### src/rtl/des_iter_ctrl_pkg.sv
// Shared definitions for the iterative DES controller.
//   - FSM state encoding, round count, key-schedule shift mask
//   - data widths (block, half block, key, key half, subkey)
//   - DES permutation / S-box tables and the combinational helpers built on
//     them: expansion, s_function, p_post_sf, p_key2, p_inverse.
// Table entries use DES bit numbering: entry n selects source bit n, where
// bit 1 is the MSB of the source word.
package des_iter_ctrl_pkg;

  localparam int ROUNDS = 16;
  localparam logic [15:0] ONE_SHIFT_MASK = 16'b1000000100000011;
  localparam int CNT_W = $clog2(ROUNDS);
  localparam logic [CNT_W-1:0] LAST_ROUND = CNT_W'(ROUNDS - 1);

  localparam int BLK    = 64;
  localparam int HALF   = 32;
  localparam int KEY    = 56;
  localparam int KHALF  = 28;
  localparam int SUBKEY = 48;

  typedef enum logic [1:0] {
    IDLE  = 2'd0,
    ROUND = 2'd1,
    DONE  = 2'd2
  } state_e;

  localparam int E_TBL [48] = '{
    32, 1, 2, 3, 4, 5, 4, 5, 6, 7, 8, 9, 8, 9, 10, 11, 12, 13, 12, 13, 14, 15, 16, 17,
    16, 17, 18, 19, 20, 21, 20, 21, 22, 23, 24, 25, 24, 25, 26, 27, 28, 29, 28, 29, 30, 31, 32, 1};

  localparam int P_TBL [32] = '{
    16, 7, 20, 21, 29, 12, 28, 17, 1, 15, 23, 26, 5, 18, 31, 10,
    2, 8, 24, 14, 32, 27, 3, 9, 19, 13, 30, 6, 22, 11, 4, 25};

  localparam int PC2_TBL [48] = '{
    14, 17, 11, 24, 1, 5, 3, 28, 15, 6, 21, 10, 23, 19, 12, 4, 26, 8, 16, 7, 27, 20, 13, 2,
    41, 52, 31, 37, 47, 55, 30, 40, 51, 45, 33, 48, 44, 49, 39, 56, 34, 53, 46, 42, 50, 36, 29, 32};

  localparam int IPINV_TBL [64] = '{
    40, 8, 48, 16, 56, 24, 64, 32, 39, 7, 47, 15, 55, 23, 63, 31,
    38, 6, 46, 14, 54, 22, 62, 30, 37, 5, 45, 13, 53, 21, 61, 29,
    36, 4, 44, 12, 52, 20, 60, 28, 35, 3, 43, 11, 51, 19, 59, 27,
    34, 2, 42, 10, 50, 18, 58, 26, 33, 1, 41, 9, 49, 17, 57, 25};

  // Each box is stored row-major: index = {b1, b6, b2..b5} of its 6-bit input.
  localparam int SBOX [8][64] = '{
    '{14,4,13,1,2,15,11,8,3,10,6,12,5,9,0,7, 0,15,7,4,14,2,13,1,10,6,12,11,9,5,3,8, 4,1,14,8,13,6,2,11,15,12,9,7,3,10,5,0, 15,12,8,2,4,9,1,7,5,11,3,14,10,0,6,13},
    '{15,1,8,14,6,11,3,4,9,7,2,13,12,0,5,10, 3,13,4,7,15,2,8,14,12,0,1,10,6,9,11,5, 0,14,7,11,10,4,13,1,5,8,12,6,9,3,2,15, 13,8,10,1,3,15,4,2,11,6,7,12,0,5,14,9},
    '{10,0,9,14,6,3,15,5,1,13,12,7,11,4,2,8, 13,7,0,9,3,4,6,10,2,8,5,14,12,11,15,1, 13,6,4,9,8,15,3,0,11,1,2,12,5,10,14,7, 1,10,13,0,6,9,8,7,4,15,14,3,11,5,2,12},
    '{7,13,14,3,0,6,9,10,1,2,8,5,11,12,4,15, 13,8,11,5,6,15,0,3,4,7,2,12,1,10,14,9, 10,6,9,0,12,11,7,13,15,1,3,14,5,2,8,4, 3,15,0,6,10,1,13,8,9,4,5,11,12,7,2,14},
    '{2,12,4,1,7,10,11,6,8,5,3,15,13,0,14,9, 14,11,2,12,4,7,13,1,5,0,15,10,3,9,8,6, 4,2,1,11,10,13,7,8,15,9,12,5,6,3,0,14, 11,8,12,7,1,14,2,13,6,15,0,9,10,4,5,3},
    '{12,1,10,15,9,2,6,8,0,13,3,4,14,7,5,11, 10,15,4,2,7,12,9,5,6,1,13,14,0,11,3,8, 9,14,15,5,2,8,12,3,7,0,4,10,1,13,11,6, 4,3,2,12,9,5,15,10,11,14,1,7,6,0,8,13},
    '{4,11,2,14,15,0,8,13,3,12,9,7,5,10,6,1, 13,0,11,7,4,9,1,10,14,3,5,12,2,15,8,6, 1,4,11,13,12,3,7,14,10,15,6,8,0,5,9,2, 6,11,13,8,1,4,10,7,9,5,0,15,14,2,3,12},
    '{13,2,8,4,6,15,11,1,10,9,3,14,5,0,12,7, 1,15,13,8,10,3,7,4,12,5,6,11,0,14,9,2, 7,11,4,1,9,12,14,2,0,6,10,13,15,3,5,8, 2,1,14,7,4,10,8,13,15,12,9,0,3,5,6,11}};

  function automatic logic [SUBKEY-1:0] expansion(input logic [HALF-1:0] r);
    logic [SUBKEY-1:0] o;
    o = '0;
    for (int j = 0; j < SUBKEY; j++) o[6'(SUBKEY-1-j)] = r[5'(HALF-E_TBL[j])];
    return o;
  endfunction

  function automatic logic [HALF-1:0] s_function(input logic [SUBKEY-1:0] x);
    logic [HALF-1:0] o;
    logic [5:0]      six;
    o = '0;
    for (int k = 0; k < 8; k++) begin
      six = x[6'(SUBKEY-1-6*k) -: 6];
      o[5'(HALF-1-4*k) -: 4] = 4'(SBOX[3'(k)][{six[5], six[0], six[4:1]}]);
    end
    return o;
  endfunction

  function automatic logic [HALF-1:0] p_post_sf(input logic [HALF-1:0] s);
    logic [HALF-1:0] o;
    o = '0;
    for (int j = 0; j < HALF; j++) o[5'(HALF-1-j)] = s[5'(HALF-P_TBL[j])];
    return o;
  endfunction

  // Input is {C, D}; C supplies DES key bits 1..28.
  function automatic logic [SUBKEY-1:0] p_key2(input logic [KEY-1:0] cd);
    logic [SUBKEY-1:0] o;
    o = '0;
    for (int j = 0; j < SUBKEY; j++) o[6'(SUBKEY-1-j)] = cd[6'(KEY-PC2_TBL[j])];
    return o;
  endfunction

  function automatic logic [BLK-1:0] p_inverse(input logic [BLK-1:0] x);
    logic [BLK-1:0] o;
    o = '0;
    for (int j = 0; j < BLK; j++) o[6'(BLK-1-j)] = x[6'(BLK-IPINV_TBL[j])];
    return o;
  endfunction

endpackage

### src/rtl/des_iter_ctrl_round_unit.sv
// des_round_unit: one combinational DES round plus its key-schedule step.
//   l_i/r_i     current block halves
//   c_i/d_i     current key halves
//   idx_i       round index 0..15
//   decrypt_i   1 = decrypt schedule (right rotate), 0 = encrypt (left rotate)
//   l_o/r_o     block halves after this round
//   c_o/d_o     rotated key halves (also used to form this round's subkey)
module des_round_unit
  import des_iter_ctrl_pkg::*;
(
  input  logic [HALF-1:0]  l_i,
  input  logic [HALF-1:0]  r_i,
  input  logic [KHALF-1:0] c_i,
  input  logic [KHALF-1:0] d_i,
  input  logic [CNT_W-1:0] idx_i,
  input  logic             decrypt_i,
  output logic [HALF-1:0]  l_o,
  output logic [HALF-1:0]  r_o,
  output logic [KHALF-1:0] c_o,
  output logic [KHALF-1:0] d_o
);

  // Decrypt starts from the loaded key unrotated: the 28 positions of the
  // encrypt schedule bring the key back to itself, so K16 equals the load.
  function automatic logic [KHALF-1:0] rot_half(input logic [KHALF-1:0] x,
                                                input logic dec, input logic first,
                                                input logic one);
    if (dec && first) return x;
    if (!dec) return one ? {x[KHALF-2:0], x[KHALF-1]} : {x[KHALF-3:0], x[KHALF-1:KHALF-2]};
    return one ? {x[0], x[KHALF-1:1]} : {x[1:0], x[KHALF-1:2]};
  endfunction

  logic              one_shift;
  logic              first_round;
  logic [SUBKEY-1:0] subkey;
  logic [HALF-1:0]   f_out;

  assign one_shift   = ONE_SHIFT_MASK[idx_i];
  assign first_round = (idx_i == '0);

  assign c_o    = rot_half(c_i, decrypt_i, first_round, one_shift);
  assign d_o    = rot_half(d_i, decrypt_i, first_round, one_shift);
  assign subkey = p_key2({c_o, d_o});
  assign f_out  = p_post_sf(s_function(expansion(r_i) ^ subkey));

  assign l_o = r_i;
  assign r_o = l_i ^ f_out;

endmodule

### src/rtl/des_iter_ctrl.sv
// des_iter_ctrl: iterative DES engine, one Feistel round per clock.
//   clk, rst                 clock, synchronous active-high reset
//   in_valid/in_ready        input handshake (in_ready only while IDLE)
//   in_block                 IP-permuted block, L = [63:32], R = [31:0]
//   in_key                   PC-1-permuted key, C = [27:0], D = [55:28]
//   in_decrypt               1 = decrypt schedule
//   out_valid/out_ready      output handshake, held under backpressure
//   out_block                p_inverse({R16, L16}), registered
//   busy                     high in ROUND or DONE
//   round_idx                debug: cnt in ROUND, 0 in IDLE, 15 in DONE
module des_iter_ctrl
  import des_iter_ctrl_pkg::*;
(
  input  logic             clk,
  input  logic             rst,
  input  logic             in_valid,
  output logic             in_ready,
  input  logic [BLK-1:0]   in_block,
  input  logic [KEY-1:0]   in_key,
  input  logic             in_decrypt,
  output logic             out_valid,
  input  logic             out_ready,
  output logic [BLK-1:0]   out_block,
  output logic             busy,
  output logic [CNT_W-1:0] round_idx
);

  state_e            state_q, state_d;
  logic [HALF-1:0]   l_q, l_d, r_q, r_d;
  logic [KHALF-1:0]  c_q, c_d, d_q, d_d;
  logic              mode_q, mode_d;
  logic [CNT_W-1:0]  cnt_q, cnt_d;
  logic              in_ready_q, in_ready_d;
  logic [BLK-1:0]    out_block_q, out_block_d;

  logic [HALF-1:0]   l_nx, r_nx;
  logic [KHALF-1:0]  c_nx, d_nx;

  des_round_unit u_round (
    .l_i       (l_q),
    .r_i       (r_q),
    .c_i       (c_q),
    .d_i       (d_q),
    .idx_i     (cnt_q),
    .decrypt_i (mode_q),
    .l_o       (l_nx),
    .r_o       (r_nx),
    .c_o       (c_nx),
    .d_o       (d_nx)
  );

  // NOTE: state registers use non-blocking assignments so every flop samples
  // pre-edge values regardless of statement order.
  always_ff @(posedge clk) begin
    if (rst) begin
      state_q     <= IDLE;
      l_q         <= '0;
      r_q         <= '0;
      c_q         <= '0;
      d_q         <= '0;
      mode_q      <= 1'b0;
      cnt_q       <= '0;
      in_ready_q  <= 1'b0;
      out_block_q <= '0;
    end else begin
      state_q     <= state_d;
      l_q         <= l_d;
      r_q         <= r_d;
      c_q         <= c_d;
      d_q         <= d_d;
      mode_q      <= mode_d;
      cnt_q       <= cnt_d;
      in_ready_q  <= in_ready_d;
      out_block_q <= out_block_d;
    end
  end

  always_comb begin
    // NOTE: every output of this block is defaulted to its held value first,
    // so no branch can leave one unassigned and infer a latch.
    state_d     = state_q;
    l_d         = l_q;
    r_d         = r_q;
    c_d         = c_q;
    d_d         = d_q;
    mode_d      = mode_q;
    cnt_d       = cnt_q;
    out_block_d = out_block_q;

    unique case (state_q)
      IDLE: begin
        if (in_valid && in_ready_q) begin
          l_d     = in_block[BLK-1:HALF];
          r_d     = in_block[HALF-1:0];
          c_d     = in_key[KHALF-1:0];
          d_d     = in_key[KEY-1:KHALF];
          mode_d  = in_decrypt;
          cnt_d   = '0;
          state_d = ROUND;
        end
      end
      ROUND: begin
        l_d   = l_nx;
        r_d   = r_nx;
        c_d   = c_nx;
        d_d   = d_nx;
        cnt_d = cnt_q + 1'b1;
        if (cnt_q == LAST_ROUND) begin
          // Capture the result on the last round so out_block is a flop
          // output for the whole DONE phase.
          out_block_d = p_inverse({r_nx, l_nx});
          state_d     = DONE;
        end
      end
      DONE: begin
        if (out_ready) state_d = IDLE;
      end
      default: state_d = IDLE;
    endcase

    // Registered so it reads 0 during reset and rises together with IDLE.
    in_ready_d = (state_d == IDLE);
  end

  always_comb begin
    unique case (state_q)
      ROUND:   round_idx = cnt_q;
      DONE:    round_idx = LAST_ROUND;
      default: round_idx = '0;
    endcase
  end

  assign in_ready  = in_ready_q;
  assign out_valid = (state_q == DONE);
  assign busy      = (state_q == ROUND) || (state_q == DONE);
  assign out_block = out_block_q;

endmodule

### config.mk
export PLATFORM = sky130hd
export DESIGN_NAME = des_iter_ctrl
export DESIGN_NICKNAME = d
export VERILOG_FILES = /design/src/rtl/des_iter_ctrl_pkg.sv /design/src/rtl/des_iter_ctrl_round_unit.sv /design/src/rtl/des_iter_ctrl.sv
export SDC_FILE = /design/constraint.sdc
export NUM_CORES = 1
export LEC_CHECK = 0
export ABC_CLOCK_PERIOD_IN_PS = 1500
export CELL_PAD_IN_SITES_DETAIL_PLACEMENT = 1
export CELL_PAD_IN_SITES_GLOBAL_PLACEMENT = 2
export CORE_ASPECT_RATIO = 1.1
export CORE_UTILIZATION = 15
export CTS_BUF_LIST = sky130_fd_sc_hd__clkbuf_16
export CTS_CLUSTER_SIZE = 20
export DETAILED_ROUTE_END_ITERATION = 12
export PLACE_DENSITY = 0.74
export SETUP_SLACK_MARGIN = 0.15
export SYNTH_ARGS = -nofsm -noshare
export SYNTH_HDL_FRONTEND = slang
export SYNTH_SLANG_ARGS = --single-unit
export TNS_END_PERCENT = 5
### constraint.sdc
create_clock -name clk -period 1.5 [get_ports clk]
set_input_delay 0.225 -clock clk [delete_from_list [all_inputs] [get_ports clk]]
set_output_delay 0.225 -clock clk [all_outputs]
set_load 0.005 [all_outputs]
# Yosys cells after proc, flatten, opt, wreduce, memory -nomap -nowiden
# Memories as Yosys holds them, arrays and structs flattened. A register that Yosys moved wholly into a read port is not among the register bits.
# Index checks and enable logic that the tools add are counted.
# Widths: inputs -> output; s select.
totals:
  rom_bits: 8208
  n_memories: 5
  wordCells: 72
  regBits: 116
  input_bits: 125
mem_list:
  columns: ["memory", "depth", "width", "read_ports", "rd_ports_with_merged_regs", "wr", "line_no", "rtl"]
  rows:
  - ["(name not given)", 64, 32, 1, 0, 0, "des_iter_ctrl_pkg.sv:69", "o[5'(HALF-1-4*k) -: 4] = 4'(SBOX[3'(k)][{six[5], six[0], six[4:1]}]);"]
  - ["(name not given)", 64, 32, 1, 0, 0, "des_iter_ctrl_pkg.sv:69", null]
  - ["(name not given)", 64, 32, 1, 0, 0, "des_iter_ctrl_pkg.sv:69", null]
  - ["(name not given)", 64, 32, 1, 0, 0, "des_iter_ctrl_pkg.sv:69", null]
  - ["(name not given)", 16, 1, 1, 1, 0, "des_iter_ctrl_round_unit.sv:38", "assign one_shift = ONE_SHIFT_MASK[idx_i];"]
op_classes:
  eq_ne: 4
  n_lt_le_gt_ge: 5
  reduce_logical: 10
  mux: 33
  n_addsub: 1
  bitwise_logic: 6
op_table:
  columns: ["cell", "n"]
  rows:
  - ["$mux 28", 7]
  - ["$pmux 32 s2", 2]
  - ["$mux 32", 2]
  - ["$pmux 28 s2", 1]
  - ["$xor 32x16->32", 1]
  - ["$ge 7x7->1 const B", 4]
  - ["$not 6->7", 4]
  - ["$xor 24x24->24", 1]
  - ["$mux 4", 5]
  - ["$pmux 4 s2", 2]
  - ["$mux 3", 4]
  - ["$mux 2", 5]
  - ["$pmux 2 s3", 1]
  - ["$reduce_and 2->1", 3]
  - ["$lt 4x5->1 const B", 1]
  - ["$add 4x1->4 const B", 1]
  - ["$eq 4x4->1 const B", 1]
  - ["$logic_not 2->1", 2]
  - ["$logic_not 4->1", 1]
  - ["$mux 1", 4]
  - ["$eq 2x1->1 const B", 1]
  - ["$eq 2x2->1 const B", 1]
  - ["$logic_and 1x1->1", 2]
  - ["$ne 2x2->1 const B", 1]
  - ["other kinds (2)", 2]

# Depth between registers and ports, before layout
# Gate-level depths: netlist (run 1).
logic_depth:
  ltp_word: 13
  depth_mapped: 7

# By module
# Synthesis (run 1) repeated with hierarchy kept, for this count alone.
hier_totals:
  cells_unflattened: 1138
  hier_area_um2: 10217.3
modules_own_cells:
  columns: ["module", "area_each_um2", "cells_each", "instances"]
  rows:
  - ["des_iter_ctrl", 7093.1, 726, 1]
  - ["des_round_unit", 3124.2, 412, 1]

# Worst setup path after synthesis (run 1)
# Ideal clock, no wire load.
synth_timing:
  path_type: "register to register"
  startpoint: "register state_q[0]"
  endpoint: "register l_q[23]"
  stages_incl_launch_ff: 8
  arrival_time_ns: 1.387
  setup_ns: 0.142
  n_path_buf: 2
  setup_slack_ns: -0.028
  synth_period_minus_slack_ns: 1.528
  required_ns: 1.358
  path_cell_list: "dfxtp_1 -> inv_1 -> ha_1 -> or2_1 -> buf_2 -> buf_2 -> a21oi_1 -> a211oi_2"
synth_between:
  elab_chain_len: 3
  word_cells_on_any_way: 6
  classes_between: "eq/ne (2); mux (1); reduce/logical (3)"
synth_lines:
  columns: ["element", "line_no", "rtl"]
  rows:
  - ["start, declared", "des_iter_ctrl.sv:28", "state_e state_q, state_d;"]
  - ["start signal, assigned", "des_iter_ctrl.sv:66", "state_q <= state_d;"]
  - ["$eq 2x1->1 or $logic_not 2->1 (tied branches)", "des_iter_ctrl.sv:90", "unique case (state_q)"]
  - ["$reduce_bool 2->1 (no line) or $ne 2x2->1 (tied branches)", null, null]
  - ["$reduce_and 2->1 (no line)", null, null]
  - ["end signal, assigned", "des_iter_ctrl.sv:67", "l_q <= l_d;"]
  - ["end, declared", "des_iter_ctrl.sv:29", "logic [HALF-1:0] l_q, l_d, r_q, r_d;"]
# Several ways; a longest one is shown, not always the timed one.
# A chain may end at the register's enable or synchronous reset.

# Final worst setup path (run 1)
layout_timing:
  startpoint: "register state_q[0]"
  endpoint: "register cnt_q[3]"
layout_between:
  elab_chain_len: 3
  word_cells_on_any_way: 6
  classes_between: "eq/ne (2); mux (1); reduce/logical (3)"
layout_lines:
  columns: ["element", "line_no", "rtl"]
  rows:
  - ["$eq 2x1->1 or $logic_not 2->1 (tied branches)", "des_iter_ctrl.sv:90", null]
  - ["$reduce_bool 2->1 (no line) or $ne 2x2->1 (tied branches)", null, null]
  - ["$reduce_and 2->1 (no line)", null, null]
  - ["end signal, assigned", "des_iter_ctrl.sv:72", "cnt_q <= cnt_d;"]
  - ["end, declared", "des_iter_ctrl.sv:32", "logic [CNT_W-1:0] cnt_q, cnt_d;"]
# Several ways; a longest one is shown, not always the timed one.

==> results.ini, run 1 <==
[finish]
final_common_cell=conb_1
diodes=0
final_cell_mix=conb_1 (48), dfxtp_1 (44), nand2_1 (31)
nets=482
syn_to_final_growth_pct=46.5
drive_above_1_share_pct=31.2
instances_no_fill=553

[synthesis]
synth_fa_ha_area_share_pct=2.54
yosysWarningCount=0
seq_area_frac_synth_pct=38.3
yosysTopAreaCellShare_pct=38.3
synth_cells=283
synth_xor_area_share_pct=0
synth_area_per_cell_um2=8.69
synth_top_family_by_area=compound AO/OA/AOI/OAI gates
synth-seq-cells=47
synth_cell_types=30
synth_simple_gate_area_share_pct=11.3
yosys-mux-area-fraction_pct=6.51
synth_compound_area_share_pct=22.1
syn_area_um2=2460
synth_area_leader_cell=dfxtp_1
synth_area_leaders=dfxtp_1 (38%), buf_4 (16%), a21oi_1 (9.8%)

[clock_network]
cts_tree=yes
htree_levels=2
worstSkewPairLatency_ns=0.29
cts_buffers=5
cts_hold_buffers=0
cts.sinks=47
clk_path_buf_depth=2
path_clk_slew_ns=0.07
ctsRootBufferMaster=clkbuf_16

[worst_setup_path]
setup.worst_path.end=cnt_q[3]$_SDFFE_PP0P_
critPathCaptureType=flip-flop
r2r-end=cnt_q[3]$_SDFFE_PP0P_
critPathKind=reg2reg
critPathMaxFanout=6
critPathArrivalTime_ns=1.82
cp.required_ns=1.73
startpoint=state_q[0]$_SDFF_PP0_
crit-reg2reg-launch=state_q[0]$_SDFF_PP0_
r2r_cells=7
critPathLaunchType=flip-flop
r2r_slack_ns=-0.09

[placed_design]
place_ws_ns=-0.368
dp.cells=539
dp_hpwl_um=5390
portBuffers=50
gp_congestion=0.747

[die]
ios=196
core.rowCount=48
initial_utilization_pct=15.5
core_area_um2=15900
die_y_um=136
die_x_um=124
die_area_um2=16900

[timing]
hold_ws_ns=0.388
finalCriticalPeriod_ns=1.59
worst_slack_ns=-0.0941
finalHoldViolations=0
maxSlewViolCount=0
tns_ns=-1.91
setup_viol=40
clock-skew-final_ns=0.00924
fmax_mhz=627
rsz0062_at_grt=yes
period_share_pct=106

[min_path]
hold_path.class=in2reg

[status]
violations=setup timing
status=finished with violations

[routing]
ant_nets=0
dr_total_vias=2087
avgViaCountPerCell=3.77
drt_first_pass_iters=4
wirelength_um=7250
drc=0
wl_per_cell_um=13.1
drt_iter0_markers=103

[global_route]
grt_pass1_vias=2148
grt_max_degree=25
grt_pass1_wl_um=11200
antenna_found_initial=0
groute.usage.overall_pct=8.65
grt-ovfl-total=0

[power]
leakage_nw=1.37
powerDensity_nw_per_um2=921
max-vdd-ir-drop_mv=0.419
seqPwrFrac_pct=42.2
internal-power_mw=2.34
p_sw_share_pct=29.4
p_clk_share_pct=35.2
netSwitchingPower_mw=0.976
power.total_mw=3.32
pwr-share-comb_pct=22.6

[flow_run]
cap_violations=0

[critical path, stage by stage, from the launching register on]
cell	delay (ns)
dfxtp_4	0.36
inv_4	0.08
ha_4	0.17
buf_4	0.12
nor2_4	0.04
buf_4	0.14
or4_1	0.47
a21oi_1	0.14
[synth_stat cells, drive strengths merged]
master  instances
a211oi         17
a21oi          48
a21boi          1
o21ai          11
or2             1
o32ai           1
nand3           4
dfxtp          47
inv             4
nor3            2
nor2            2
and4b           1
ha              5
buf            61
a21bo           1
nor2b           5
o31ai           2
and4            1
nand4           1
conb            1
nand2          40
or4             2
a21o            1
mux2i          16
nand3b          1
o221a           1
clkbuf          6
[logic make-up (layout without fill, tap and decap cells)]
| group | count (synthesis) | count (layout) |
|---|---|---|
| AOI/OAI and AO/OA | 83 | 83 |
| adders and majority gates | 5 | 5 |
| buffers and inverters | 71 | 94 |
| DFF | 47 | 47 |
| muxes | 16 | 16 |
| other | 1 | 48 |
| and+or+nand+nor | 60 | 60 |
[flip-flops by register name, indices dropped and copies added (netlist names)]
signal and flops:
l_q 8, r_q 16, cnt_q 4, in_ready 1, out_block 16, state_q 2
[metrics by stage]
stage                     cell area (um2)  util [%]
after CTS                            3450      21.7
after global routing                 3600      22.7
after floorplan                      2750         -
after detailed placement             3230      20.4
final                                3600      22.7
after global placement               3230      20.4
[how the worst min path moves through the flow]
stage	startpoint	end	slack, ns	depth (start not counted)
after CTS	rst	out_block[17]$_SDFFE_PP0P_	0.38	2
after detailed placement	r_q[5]$_SDFFE_PP0P_	out_block[17]$_SDFFE_PP0P_	0.45	2
after floorplan	in_block[12]	r_q[12]$_SDFFE_PP0P_	0.37	2
after global routing	rst	out_block[25]$_SDFFE_PP0P_	0.42	2
final	rst	out_block[25]$_SDFFE_PP0P_	0.39	2
after global placement	r_q[15]$_SDFFE_PP0P_	out_block[3]$_SDFFE_PP0P_	0.44	2
[area by class of cell]
class                      instances  area, um2
fill                            1878      12300
multi-input combinational        212       1450
sequential                        47        950
timing repair buffer              82        783
tap                              200        250
clock buffer                       5        125
clock inverter                     3       27.5
inverter                           4       17.5
[power by group through the flow]
stage                     logic [mW]  registers, mW  clock network [mW]
after detailed placement       0.656           1.42                   0
after CTS                      0.698           1.39                1.21
final                          0.750           1.40                1.17
after global placement         0.631           1.42                   0
after global routing           0.824           1.41                1.27
after floorplan                0.534           1.41                   0
[what timing repair did]
item,CTS,global route
gates resized for setup,53,37
gates cloned,0,0
pin swaps,14,15
setup endpoints to repair,70,59
setup buffers,2,4
[layer usage]
layer | vias to the layer above | routed length [um] | GRT usage, %
li1 | 1016 | - | -
met1 | 1001 | 2960 | 9.97
met2 | 62 | 3800 | 15.8
met3 | 8 | 382 | 1.85
met4 | 0 | 109 | 2.38
met5 | - | 0 | 0
No activity file was read; power rests on OpenSTA's default activity.
==> run 2: changes to the inputs <==
--- a/config.mk
+++ b/config.mk
@@ -6,6 +6,7 @@
 export NUM_CORES = 1
 export LEC_CHECK = 0
 export ABC_CLOCK_PERIOD_IN_PS = 1500
+export CAP_MARGIN = 15
 export CELL_PAD_IN_SITES_DETAIL_PLACEMENT = 1
 export CELL_PAD_IN_SITES_GLOBAL_PLACEMENT = 2
 export CORE_ASPECT_RATIO = 1.1
==> results of run 2 <==
No change in the layout: final DEF, timing and power equal those of run 1.
